**config.mk**
```make
export PLATFORM = sky130hd
export DESIGN_NAME = ds_cmd_sequencer
export DESIGN_NICKNAME = d
export VERILOG_FILES = /design/src/rtl/ds1302_pkg.sv /design/src/rtl/ds_byte_timer.sv /design/src/rtl/ds_cmd_sequencer.sv
export SDC_FILE = /design/constraint.sdc
export NUM_CORES = 1
export LEC_CHECK = 0
export ABC_CLOCK_PERIOD_IN_PS = 3100
export BUFFER_PORTS_ARGS = -buffer_cell sky130_fd_sc_hd__buf_2
export CORE_MARGIN = 2
export CORE_UTILIZATION = 49
export CTS_BUF_LIST = sky130_fd_sc_hd__clkbuf_4 sky130_fd_sc_hd__clkbuf_8 sky130_fd_sc_hd__clkbuf_16
export DETAILED_ROUTE_END_ITERATION = 10
export PLACE_DENSITY = 0.81
export SETUP_SLACK_MARGIN = 0.1
export SYNTH_ARGS = -nofsm -noshare
export SYNTH_HDL_FRONTEND = slang
export SYNTH_HIERARCHICAL = 1
export SYNTH_SLANG_ARGS = --single-unit
```
**constraint.sdc**
```tcl
create_clock -name clk -period 3.1 [get_ports clk]
set_input_delay 0.31 -clock clk [delete_from_list [all_inputs] [get_ports clk]]
set_output_delay 0.31 -clock clk [all_outputs]
set_load 0.05 [all_outputs]
```
**src/rtl/ds1302_pkg.sv**
```systemverilog
// Shared codes, DS1302 register constants and sequencer state encoding.
package ds1302_pkg;

  localparam logic [1:0] FUNC_IDLE  = 2'b00;
  localparam logic [1:0] FUNC_WRITE = 2'b10;
  localparam logic [1:0] FUNC_READ  = 2'b01;

  localparam logic [4:0] WP_REG = 5'd7;
  localparam logic [7:0] WP_OFF = 8'h00;
  localparam logic [7:0] WP_ON  = 8'h80;

  typedef enum logic [2:0] {
    S_IDLE   = 3'd0,
    S_UNPROT = 3'd1,
    S_GAP    = 3'd2,
    S_XFER   = 3'd3,
    S_PROT   = 3'd4,
    S_DONE   = 3'd5
  } seq_state_t;

  // DS1302 command byte: MSB always 1, bit 6 selects RAM, bit 0 selects read.
  function automatic logic [7:0] ds_addr_byte(input logic ram, input logic [4:0] addr,
                                              input logic rd);
    return {1'b1, ram, addr, rd};
  endfunction

endpackage

```
**src/rtl/ds_byte_timer.sv**
```systemverilog
// Per-byte watchdog: counts while enabled, flags the last allowed cycle.
module ds_byte_timer #(
  parameter int TIMEOUT = 1024
) (
  input  logic clk,
  input  logic rst,
  input  logic clear,
  input  logic en,
  output logic expired
);

  localparam int CW = (TIMEOUT > 1) ? $clog2(TIMEOUT) : 1;

  logic [CW-1:0] cnt;

  always_ff @(posedge clk) begin
    if (rst || clear) begin
      cnt <= '0;
    end else if (en && !expired) begin
      cnt <= cnt + CW'(1);
    end
  end

  // High during the TIMEOUT-th cycle of a byte, so a silent engine sees start for exactly TIMEOUT cycles.
  assign expired = (cnt == CW'(TIMEOUT - 1));

endmodule

```
**src/rtl/ds_cmd_sequencer.sv**
```systemverilog
// Turns one multi-byte DS1302 command into a series of byte starts for the function engine,
// bracketing writes with write-protect off/on and aborting on a silent engine.
module ds_cmd_sequencer
  import ds1302_pkg::*;
#(
  parameter int MAX_LEN = 8,
  parameter int LEN_W   = 4,
  parameter int TIMEOUT = 1024,
  parameter int AUTO_WP = 1
) (
  input  logic                 clk,
  input  logic                 rst,
  // Handshake: a command is taken on a cycle where cmd_valid and cmd_ready are both high;
  // cmd_ready is only high in idle, and cmd_done pulses once per taken command.
  input  logic                 cmd_valid,
  output logic                 cmd_ready,
  input  logic                 cmd_write,
  input  logic                 cmd_ram,
  input  logic [4:0]           cmd_addr,
  input  logic [LEN_W-1:0]     cmd_len,
  input  logic [8*MAX_LEN-1:0] cmd_wdata,
  output logic                 cmd_done,
  output logic                 cmd_err,
  output logic [8*MAX_LEN-1:0] rd_data,
  output logic [1:0]           func_start,
  input  logic                 func_done,
  input  logic [7:0]           func_rdata,
  output logic [7:0]           register_addr,
  output logic [7:0]           write_data,
  output logic [2:0]           dbg_state
);

  seq_state_t           state;
  logic                 write_q;
  logic                 ram_q;
  logic [4:0]           addr_q;
  logic [LEN_W-1:0]     len_q;
  logic [LEN_W-1:0]     idx;
  logic [8*MAX_LEN-1:0] payload_q;
  logic                 wp_q;
  logic                 prot_pend;
  logic                 err_q;

  logic [LEN_W-1:0]     len_eff;
  logic [4:0]           wp_dist;
  logic                 covers_wp;
  logic                 wp_en;
  logic                 in_byte;
  logic                 expired;
  logic                 last_byte;

  always_comb begin
    len_eff = cmd_len;
    if (cmd_len == '0) begin
      len_eff = LEN_W'(1);
    end else if (32'(cmd_len) > MAX_LEN) begin
      len_eff = LEN_W'(MAX_LEN);
    end
  end

  // Writes that themselves touch the WP register must not be bracketed, or PROT would undo them.
  assign wp_dist   = WP_REG - cmd_addr;
  assign covers_wp = (32'(wp_dist) < 32'(len_eff));
  assign wp_en     = (AUTO_WP != 0) && cmd_write && !(!cmd_ram && covers_wp);

  assign in_byte   = (state == S_UNPROT) || (state == S_XFER) || (state == S_PROT);
  assign last_byte = (idx == len_q - LEN_W'(1));
  assign dbg_state = state;

  ds_byte_timer #(.TIMEOUT(TIMEOUT)) u_timer (
    .clk     (clk),
    .rst     (rst),
    .clear   (!in_byte),
    .en      (in_byte),
    .expired (expired)
  );

  always_ff @(posedge clk) begin
    if (rst) begin
      state         <= S_IDLE;
      cmd_ready     <= 1'b0;
      cmd_done      <= 1'b0;
      cmd_err       <= 1'b0;
      rd_data       <= '0;
      func_start    <= FUNC_IDLE;
      register_addr <= '0;
      write_data    <= '0;
      write_q       <= 1'b0;
      ram_q         <= 1'b0;
      addr_q        <= '0;
      len_q         <= '0;
      idx           <= '0;
      payload_q     <= '0;
      wp_q          <= 1'b0;
      prot_pend     <= 1'b0;
      err_q         <= 1'b0;
    end else begin
      cmd_done <= 1'b0;
      cmd_err  <= 1'b0;
      case (state)
        S_IDLE: begin
          cmd_ready <= 1'b1;
          if (cmd_valid && cmd_ready) begin
            cmd_ready <= 1'b0;
            write_q   <= cmd_write;
            ram_q     <= cmd_ram;
            addr_q    <= cmd_addr;
            len_q     <= len_eff;
            payload_q <= cmd_wdata;
            wp_q      <= wp_en;
            idx       <= '0;
            prot_pend <= 1'b0;
            err_q     <= 1'b0;
            if (wp_en) begin
              state         <= S_UNPROT;
              register_addr <= ds_addr_byte(1'b0, WP_REG, 1'b0);
              write_data    <= WP_OFF;
              func_start    <= FUNC_WRITE;
            end else begin
              state         <= S_XFER;
              register_addr <= ds_addr_byte(cmd_ram, cmd_addr, !cmd_write);
              write_data    <= cmd_write ? cmd_wdata[7:0] : 8'h00;
              func_start    <= cmd_write ? FUNC_WRITE : FUNC_READ;
            end
          end
        end
        S_UNPROT: begin
          if (func_done) begin
            func_start <= FUNC_IDLE;
            state      <= S_GAP;
          end else if (expired) begin
            func_start <= FUNC_IDLE;
            err_q      <= 1'b1;
            cmd_done   <= 1'b1;
            cmd_err    <= 1'b1;
            state      <= S_DONE;
          end
        end
        S_XFER: begin
          if (func_done) begin
            func_start <= FUNC_IDLE;
            if (!write_q) begin
              rd_data[8*int'(idx) +: 8] <= func_rdata;
            end
            if (!last_byte) begin
              idx   <= idx + LEN_W'(1);
              state <= S_GAP;
            end else if (wp_q) begin
              prot_pend <= 1'b1;
              state     <= S_GAP;
            end else begin
              cmd_done <= 1'b1;
              cmd_err  <= err_q;
              state    <= S_DONE;
            end
          end else if (expired) begin
            func_start <= FUNC_IDLE;
            err_q      <= 1'b1;
            if (wp_q) begin
              prot_pend <= 1'b1;
              state     <= S_GAP;
            end else begin
              cmd_done <= 1'b1;
              cmd_err  <= 1'b1;
              state    <= S_DONE;
            end
          end
        end
        S_GAP: begin
          if (prot_pend) begin
            state         <= S_PROT;
            register_addr <= ds_addr_byte(1'b0, WP_REG, 1'b0);
            write_data    <= WP_ON;
            func_start    <= FUNC_WRITE;
          end else begin
            state         <= S_XFER;
            register_addr <= ds_addr_byte(ram_q, 5'(addr_q + 5'(idx)), !write_q);
            write_data    <= write_q ? payload_q[8*int'(idx) +: 8] : 8'h00;
            func_start    <= write_q ? FUNC_WRITE : FUNC_READ;
          end
        end
        S_PROT: begin
          if (func_done || expired) begin
            func_start <= FUNC_IDLE;
            err_q      <= err_q | !func_done;
            cmd_done   <= 1'b1;
            cmd_err    <= err_q | !func_done;
            state      <= S_DONE;
          end
        end
        S_DONE: begin
          cmd_ready <= 1'b1;
          state     <= S_IDLE;
        end
        default: begin
          state <= S_IDLE;
        end
      endcase
    end
  end

endmodule

```
# After elaboration in Yosys (flattened, before gate mapping)
# Cells that the tools add are included.
[classes]
add_sub_neg = 6
magnitude_cmp = 2
eq_ne = 17
n_shift = 3
mux = 62
n_bitwise = 2
n_reduce_logical = 31
[ops]
columns = ["cell", "n"]
rows = [
  ["64-bit bitwise mux", 1],
  ["8-bit by 33-bit variable shift with 64-bit output, first input constant", 1],
  ["64-bit by 8-bit indexed part select with 8-bit output", 1],
  ["8-bit by 33-bit indexed part select with 64-bit output", 1],
  ["8-bit two-way mux", 6],
  ["7-bit negation with 33-bit output", 1],
  ["8-bit one-hot mux with 2 select lines", 2],
  ["3-bit two-way mux", 9],
  ["1-bit two-way mux", 20],
  ["4-bit two-way mux", 5],
  ["2-bit two-way mux", 9],
  ["4-bit AND reduction", 4],
  ["3-bit one-hot mux with 5 select lines", 1],
  ["7-bit two-way mux", 2],
  ["10-bit by 1-bit adder with 10-bit output, second input constant", 1],
  ["10-bit equality test, second input constant", 1],
  ["3-bit inequality test, second input constant", 3],
  ["1-bit one-hot mux with 3 select lines", 3],
  ["2-bit inequality test, second input constant", 4],
  ["2-bit one-hot mux with 4 select lines", 1],
  ["4-bit one-hot mux with 2 select lines", 1],
  ["1-bit zero test", 7],
  ["3-bit by 2-bit equality test with 1-bit output, second input constant", 2],
  ["3-bit equality test, second input constant", 2],
  ["other kinds (24)", 35],
]
[totals]
reg_bits = 180
output_inout_bits = 88

# Depth between registers and ports, before layout
# Gate-level depths: netlist of run 1.
[logic_depth]
word_depth = 10
mapped_depth = 11
depth_no_buf = 8

# Hierarchy
# Netlist of run 1, hierarchy kept.
[by_module_without_submodules]
columns = ["module", "instances", "cells_each", "area_each_um2", "seq_area_each_um2"]
rows = [
  ["ds_cmd_sequencer", 1, 904, 7493.4, 3403.3],
  ["ds_byte_timer", 1, 68, 593.1, 200.2],
]

# Least setup slack after synthesis of run 1
# Ideal clock, no wire load.
[synth_path]
path_kind = "register -> register"
start = "reg idx[0]"
end = "reg rd_data[32]"
setup_time_ns = 0.119
arrival_ns = 2.850
required_ns = 2.981
path_slack_ns = 0.131
path_stages_with_launch = 12
synth_period_minus_slack_ns = 2.969
cell_sequence = "dfxtp_1 buf_2 buf_1 clkbuf_1 nor3_1 ha_1 nor2b_1 and2_1 nand2_1 or4_4 buf_6 mux2i_1"
[synth_via]
elab_chain_len = 3
[synth_lines]
columns = ["element", "line_no", "text"]
rows = [
  ["start: declaration", "ds_cmd_sequencer.sv:38", "logic [LEN_W-1:0] idx;"],
  ["start signal: assignment", "ds_cmd_sequencer.sv:146", "idx <= idx + LEN_W'(1);"],
  ["7-bit negation with 33-bit output (*)", "ds_cmd_sequencer.sv:143", "rd_data[8*int'(idx) +: 8] <= func_rdata;"],
  ["8-bit by 33-bit indexed part select with 64-bit output or 8-bit by 33-bit variable shift with 64-bit output (tied branches)", "ds_cmd_sequencer.sv:143", ""],
  ["64-bit bitwise mux (*)", "ds_cmd_sequencer.sv:143", ""],
  ["end signal: indexed assignment", "ds_cmd_sequencer.sv:143", ""],
  ["end: declaration", "ds_cmd_sequencer.sv:24", "output logic [8*MAX_LEN-1:0] rd_data,"],
]
# Mark *: on every way between the ends. The rest lies on a longest branch, timed or not.
# A chain may end at the register's enable or synchronous reset.

# Worst setup path in the final report of run 1
[layout_path]
start = "reg idx[1]"
end = "reg rd_data[22]"
# Same word-level chain as after synthesis.

==> flow_summary.yaml, run 1 <==
drt:
  wl_per_cell_um: 16.17
  avgViaCountPerCell: 5.554
  wl_um: 21740
  drc: 0
  final_antenna_net_count: 0
  drt_iter0_markers: 507
  num_vias: 7464
  firstDrtPassIters: 5
clock_network:
  cts_resized: 0
  post-cts-setup-buffer-count: 0
  ctsHtreeMaxLevel: 4
  cts_root_buf: "clkbuf_16"
  postCtsHoldBufs: 0
  worstSkewPairLatency_ns: 0.43
  clock-sinks: 180
  cts_buffers: 17
  cts.path.max_buffers: 2
  cts_tree: "done"
  path_clk_slew_ns: 0.07
worst_hold_path:
  hp-start: "cmd_wdata[19]"
  whs_endpoint: "payload_q[19]"
  min_path_cells: 3
  hp-class: "in2reg"
finish:
  final_util_pct: 60.49
  layout.nets: 1216
  drive_above_1_share_pct: 22.72
  final_area_sq_um: 9678
  area_growth_pct: 19.68
worst_setup_path:
  arrival_ns: 2.86
  slowest_delay_ns: 0.53
  r2r_slack_ns: 0.53
  crit_chain: "buf_4 -> nor3_1 -> ha_1 -> nor2b_1 -> and2_1 -> nand2_1 -> or3_1 -> mux2i_1"
  path_class: "reg2reg"
  cp_slowest_cell: "or3_1"
  crit_required_ns: 3.39
  end_kind: "register"
  cp-start-kind: "register"
  reg2regPathDepth: 8
  regToRegEndpoint: "rd_data[22]"
  crit_family: "simple AND/OR/NAND/NOR gates"
  critPathBufInv: 1
  crit_fanout: 26
  rr_startpoint: "idx[1]"
place:
  dpl-instance-area_sq_um: 9079
  routabilityCongestion: 0.8958
  dp_hpwl_um: 15180
  port_buffers: 174
timing:
  slew_violations: 0
  hold_ws_ns: 0.1123
  hold_viol: 0
  min_period_over_period_pct: 82.86
  rsz0062_at_grt: "no"
  max_freq_mhz: 389.3
  finalSetupTns_ns: 0
  setup_viol: 0
  min_period_ns: 2.569
  fin_skew_ns: 0.01166
  tightest_slew_ns: 0.8640
  relSlewSlack_pct: 42.19
logic_synthesis:
  netlist_area_sq_um: 8087
  ys_types: 71
  ys_seq_area_share_pct: 44.56
  synth_most_common_cell: "nand2_1"
  ys_warn_count: 6
  synth_flop_cell: "dfxtp_1"
  synth-edff-count: 0
  syn_nets: 1074
  async_flop_share_pct: 0
  synth_common_cells: "nand2_1 (237), dfxtp_1 (180), a21oi_1 (136)"
  yosys-top-cells-area: "dfxtp_1 (45%), nand2_1 (11%), a21oi_1 (8.4%)"
  syn_inst: 972
  synth_top_area_share_pct: 44.56
  synth_largest_area_cell: "dfxtp_1"
  synth-seq-cells: 180
  avgSynthCellArea_sq_um: 8.319
floorplanning:
  fp-row-count: 46
  dieArea_sq_um: 17550
  core_sq_um: 16000
  dieHeight_um: 132.5
  initial_core_util_pct: 50.54
  ios: 175
  die_w_um: 132.5
global_routing:
  grt-ovfl-total: 0
  track_usage_pct: 24.28
  grt_pass1_vias: 7008
  grt_pass1_wl_um: 34600
  antenna_found_initial: 2
  grt_start_max_net_pins: 55
run_status:
  status: "finished, final reports clean"
job:
  maxCapViolCount: 0
power_and_ir_drop:
  peakVddDrop_uv: 411.4
  power.density_nw_per_um2: 686.7
  power.leakage_nw: 3.952
worst min-delay path: stages:
cell     delay [ns]
buf_2          0.09
nand2_1        0.04
a21oi_1        0.05
cell usage in the layout, fill, tap and decap left out, types with 3 or more instances in the layout:
cell / synthesis / layout
a211oi_1: 8 / 8
a21oi_1: 136 / 136
a221o_1: 7 / 7
a22oi_1: 3 / 3
a31oi_1: 11 / 11
and3_1: 9 / 9
buf_2: 4 / 173
buf_4: 0 / 13
clkbuf_16: 0 / 17
clkinv_2: 0 / 3
clkinvlp_4: 0 / 3
dfxtp_1: 180 / 179
ha_1: 14 / 14
inv_1: 18 / 18
inv_6: 0 / 4
mux2i_1: 38 / 38
mux4_2: 16 / 16
nand2_1: 237 / 236
nand3_1: 33 / 33
nand4_1: 14 / 14
nor2_1: 74 / 73
nor2b_1: 4 / 4
nor3_1: 12 / 12
nor3b_1: 3 / 3
nor4_1: 3 / 3
o21ai_0: 17 / 17
o21bai_1: 4 / 4
or2_2: 3 / 3
or3_1: 8 / 8
xnor2_1: 5 / 5
xor2_1: 4 / 4
where the power goes:
| group | internal, W | leakage [nW] | switching [W] |
|---|---|---|---|
| logic | 0.000530 | 2.21 | 0.00118 |
| clock network | 0.00124 | 0.288 | 0.000947 |
| registers | 0.00256 | 1.46 | 0.000185 |
| total | 0.00433 | 3.95 | 0.00232 |
state kept, by name, indices dropped and copies added, names as in the netlist:
name,flops
register_addr,8
err_q,1
wp_q,1
dbg_state,3
prot_pend,1
write_q,1
payload_q,64
cmd_done,1
cmd_err,1
cmd_ready,1
u_timer/cnt,10
idx,4
func_start,2
ram_q,1
addr_q,5
len_q,4
write_data,8
rd_data,64
layout make-up:
cell class | count | area [sq um]
diodes | 1 | 2.502
repair buffers | 187 | 983.4
multi-input cells | 709 | 4149
inverters | 19 | 71.32
flip-flops and latches | 180 | 3605
well taps | 216 | 270.3
clock inverters | 13 | 143.9
clock buffers | 19 | 452.9
fillers | 1434 | 6322
per-layer routing:
layer	track usage [%]	share of wire, %	routed length, um	vias to the layer above
met1	31.39	44	9475	3471
met4	8.423	2.0	437	0
met5	0	0	0	-
met3	5.939	7.5	1622	43
met2	39.81	47	10200	288
li1	-	-	-	3662
worst max path at each step:
| stage | cells past startpoint | end | slack (ns) | start |
|---|---|---|---|---|
| finish | 8 | rd_data[22] | 0.53 | idx[1] |
| global route | 8 | rd_data[21] | 0.33 | idx[1] |
| CTS | 8 | rd_data[22] | 0.52 | idx[1] |
| detailed placement | 8 | rd_data[22] | 0.52 | idx[1] |
| global placement | 9 | register_addr[3] | 0.64 | cmd_len[3] |
| floorplan | 11 | rd_data[32] | 0.13 | idx[0] |
cell families (layout without fill, tap and decap cells):
kind of cell / Yosys count / after routing / synth area share (%)
flops: 180 / 180 / 44.56
buf+inv: 83 / 238 / 4.255
simple gates: 420 / 420 / 22.71
other cells: 0 / 1 / 0
compound gates: 209 / 209 / 15.50
xor+xnor: 10 / 10 / 1.253
mux: 55 / 55 / 9.299
fa+ha+maj: 15 / 15 / 2.414
through the flow:
step	power [W]	setup slack, ns	instances
finish	0.006646	0.5314	1344
global route	0.006953	0.3284	1343
CTS	0.006663	0.5216	1343
global placement	0.004452	0.6439	1311
detailed placement	0.004479	0.5206	1311
floorplan	0.003983	0.1305	972
No activity file was read; power rests on OpenSTA's default activity.
==> inputs of run 2 (changes only) <==
Settings changed: ABC_CLOCK_PERIOD_IN_PS 3100 to 2100.
Clock period 3.1 ns to 2.1 ns, I/O delays scaled along.
==> flow_summary.yaml, run 2 (synthesis results as in run 1) <==
finish:
  instances_no_fill: 1396
  area_growth_pct: 28.97
  final_common_cell: "nand2_1"
  drive_above_1_share_pct: 29.60
  layout_common_cells: "nand2_1 (236), buf_2 (173), dfxtp_1 (169), a21oi_1 (117), nor2_1 (69)"
  final_util_pct: 65.18
  fillers: 1304
  top_regs: "payload_q x64, rd_data x64, u_timer/cnt x10"
  layout.nets: 1268
drt:
  drc: 0
  firstDrtPassIters: 4
  num_vias: 7757
  final_antenna_net_count: 0
  wl_um: 22760
  drt_iter0_markers: 584
  wl_per_cell_um: 16.30
  avgViaCountPerCell: 5.557
clock_network:
  cts.path.max_buffers: 2
  clock-sinks: 180
  cts_root_buf: "clkbuf_16"
  cts_buffers: 17
  path_clk_slew_ns: 0.07
  ctsHtreeMaxLevel: 4
  cts_tree: "done"
  worstSkewPairLatency_ns: 0.43
floorplanning:
  dieArea_sq_um: 17550
  dieHeight_um: 132.5
  initial_core_util_pct: 50.54
  die_w_um: 132.5
  ios: 175
  fp-row-count: 46
  core_sq_um: 16000
timing:
  fin_ws_ns: 0.01238
  setup_viol: 0
  hold_viol: 0
  tightest_slew_ns: 0.5516
  rsz0062_at_grt: "yes"
  min_period_over_period_pct: 99.41
  finalSetupTns_ns: 0
  relSlewSlack_pct: 63.15
  min_period_ns: 2.088
  fin_skew_ns: 0.005760
  max_freq_mhz: 479.0
  slew_violations: 0
worst_setup_path:
  critPathBufInv: 1
  r2r_slack_ns: 0.01
  cp_slowest_cell: "or4_4"
  rr_startpoint: "idx[0]"
  cp-start-kind: "register"
  end_kind: "register"
  reg2regPathDepth: 7
  crit_fanout: 8
  arrival_ns: 2.41
  path_class: "reg2reg"
  crit_required_ns: 2.42
  slowest_delay_ns: 0.53
  regToRegEndpoint: "rd_data[35]"
  crit_chain: "inv_4 -> ha_4 -> or3b_4 -> o31ai_4 -> o21ai_2 -> or4_4 -> mux2i_1"
  crit_family: "simple AND/OR/NAND/NOR gates"
global_routing:
  grt_pass1_wl_um: 36060
  grt-ovfl-total: 0
  grt_start_max_net_pins: 102
  antenna_found_initial: 0
  grt_pass1_vias: 7245
  track_usage_pct: 25.33
place:
  routabilityCongestion: 0.8837
  dp_hpwl_um: 15560
  port_buffers: 174
  dp_slack_ns: -0.05272
  place_inst: 1344
power_and_ir_drop:
  power.leakage_nw: 4.261
  power.density_nw_per_um2: 973.1
  fin_total_pwr_w: 0.01015
  peakVddDrop_uv: 621.6
run_status:
  status: "finished, final reports clean"
worst_hold_path:
  whs_endpoint: "payload_q[59]"
  hp-class: "in2reg"
  hp-start: "cmd_wdata[59]"
  min_path_cells: 3
job:
  maxCapViolCount: 0
[run 2: cell count changes in the layout (fill, tap and decap cells not counted), moves of 10 or more]
| cell | delta |
|---|---|
| a21oi_1 | -19 |
| a21oi_2 | +19 |
| dfxtp_1 | -10 |
| buf_4 | +33 |
| dlygate4sd3_1 | +10 |
[run 2: worst max-delay path by stage]
| stage | startpoint | to | slack [ns] | cells past startpoint |
|---|---|---|---|---|
| 2_1_floorplan | idx[1] | rd_data[32] | -0.33 | 10 |
| 3_3_place_gp | cmd_len[3] | write_data[2] | 0.05 | 9 |
| 3_5_place_dp | idx[1] | rd_data[27] | -0.05 | 8 |
| 4_1_cts | idx[0] | rd_data[6] | 0.02 | 7 |
| 5_1_grt | idx[0] | rd_data[33] | -0.07 | 7 |
| 6_report | idx[0] | rd_data[35] | 0.01 | 7 |
[run 2: what timing repair did]
action | 4_1_cts | 5_1_grt
buffers inserted | 0 | 9
pin swaps | 5 | 21
hold buffers | 10 | 0
endpoints found under the setup margin | 39 | 60
resized for setup | 5 | 30
endpoints found under the hold margin | 10 | 0
[run 2: area by class of cell]
type                       instances  area, sq um  area share, %
tap                              216        270.3          2.591
sequential                       180         3627          34.78
timing repair buffer             239         1485          14.24
antenna                            1        2.502        0.02400
multi-input combinational        709         4344          41.66
clock buffer                      19        446.7          4.283
clock inverter                    13        171.4          1.644
inverter                          19        81.33         0.7798
[run 2: stage by stage]
stage               hold slack [ns]  instance area (sq um)
finish                      0.01198                  10430
global route               0.008814                  10430
CTS                       0.0006066                  10250
detailed placement           0.4449                   9515
global placement             0.4391                   9515
floorplan                    0.3460                   8305
[run 2: tightest hold or removal path: stages]
cell and delay (ns):
buf_2 0.09, nand2_1 0.05, a21oi_1 0.05
[run 2: layer usage]
metal / GRT usage [%] / share of wire, % / vias to the layer above / routed length, um
li1: - / - / 3771 / -
met1: 32.88 / 43 / 3639 / 9799
met2: 41.31 / 48 / 305 / 10990
met3: 5.249 / 6.5 / 42 / 1472
met4: 10.33 / 2.2 / 0 / 492
met5: 0 / 0 / - / 0
[run 2: where the power goes]
| group | internal, W | switching (W) |
|---|---|---|
| registers | 0.00378 | 0.000254 |
| logic | 0.000957 | 0.00183 |
| clock network | 0.00194 | 0.00139 |
| total | 0.00667 | 0.00347 |
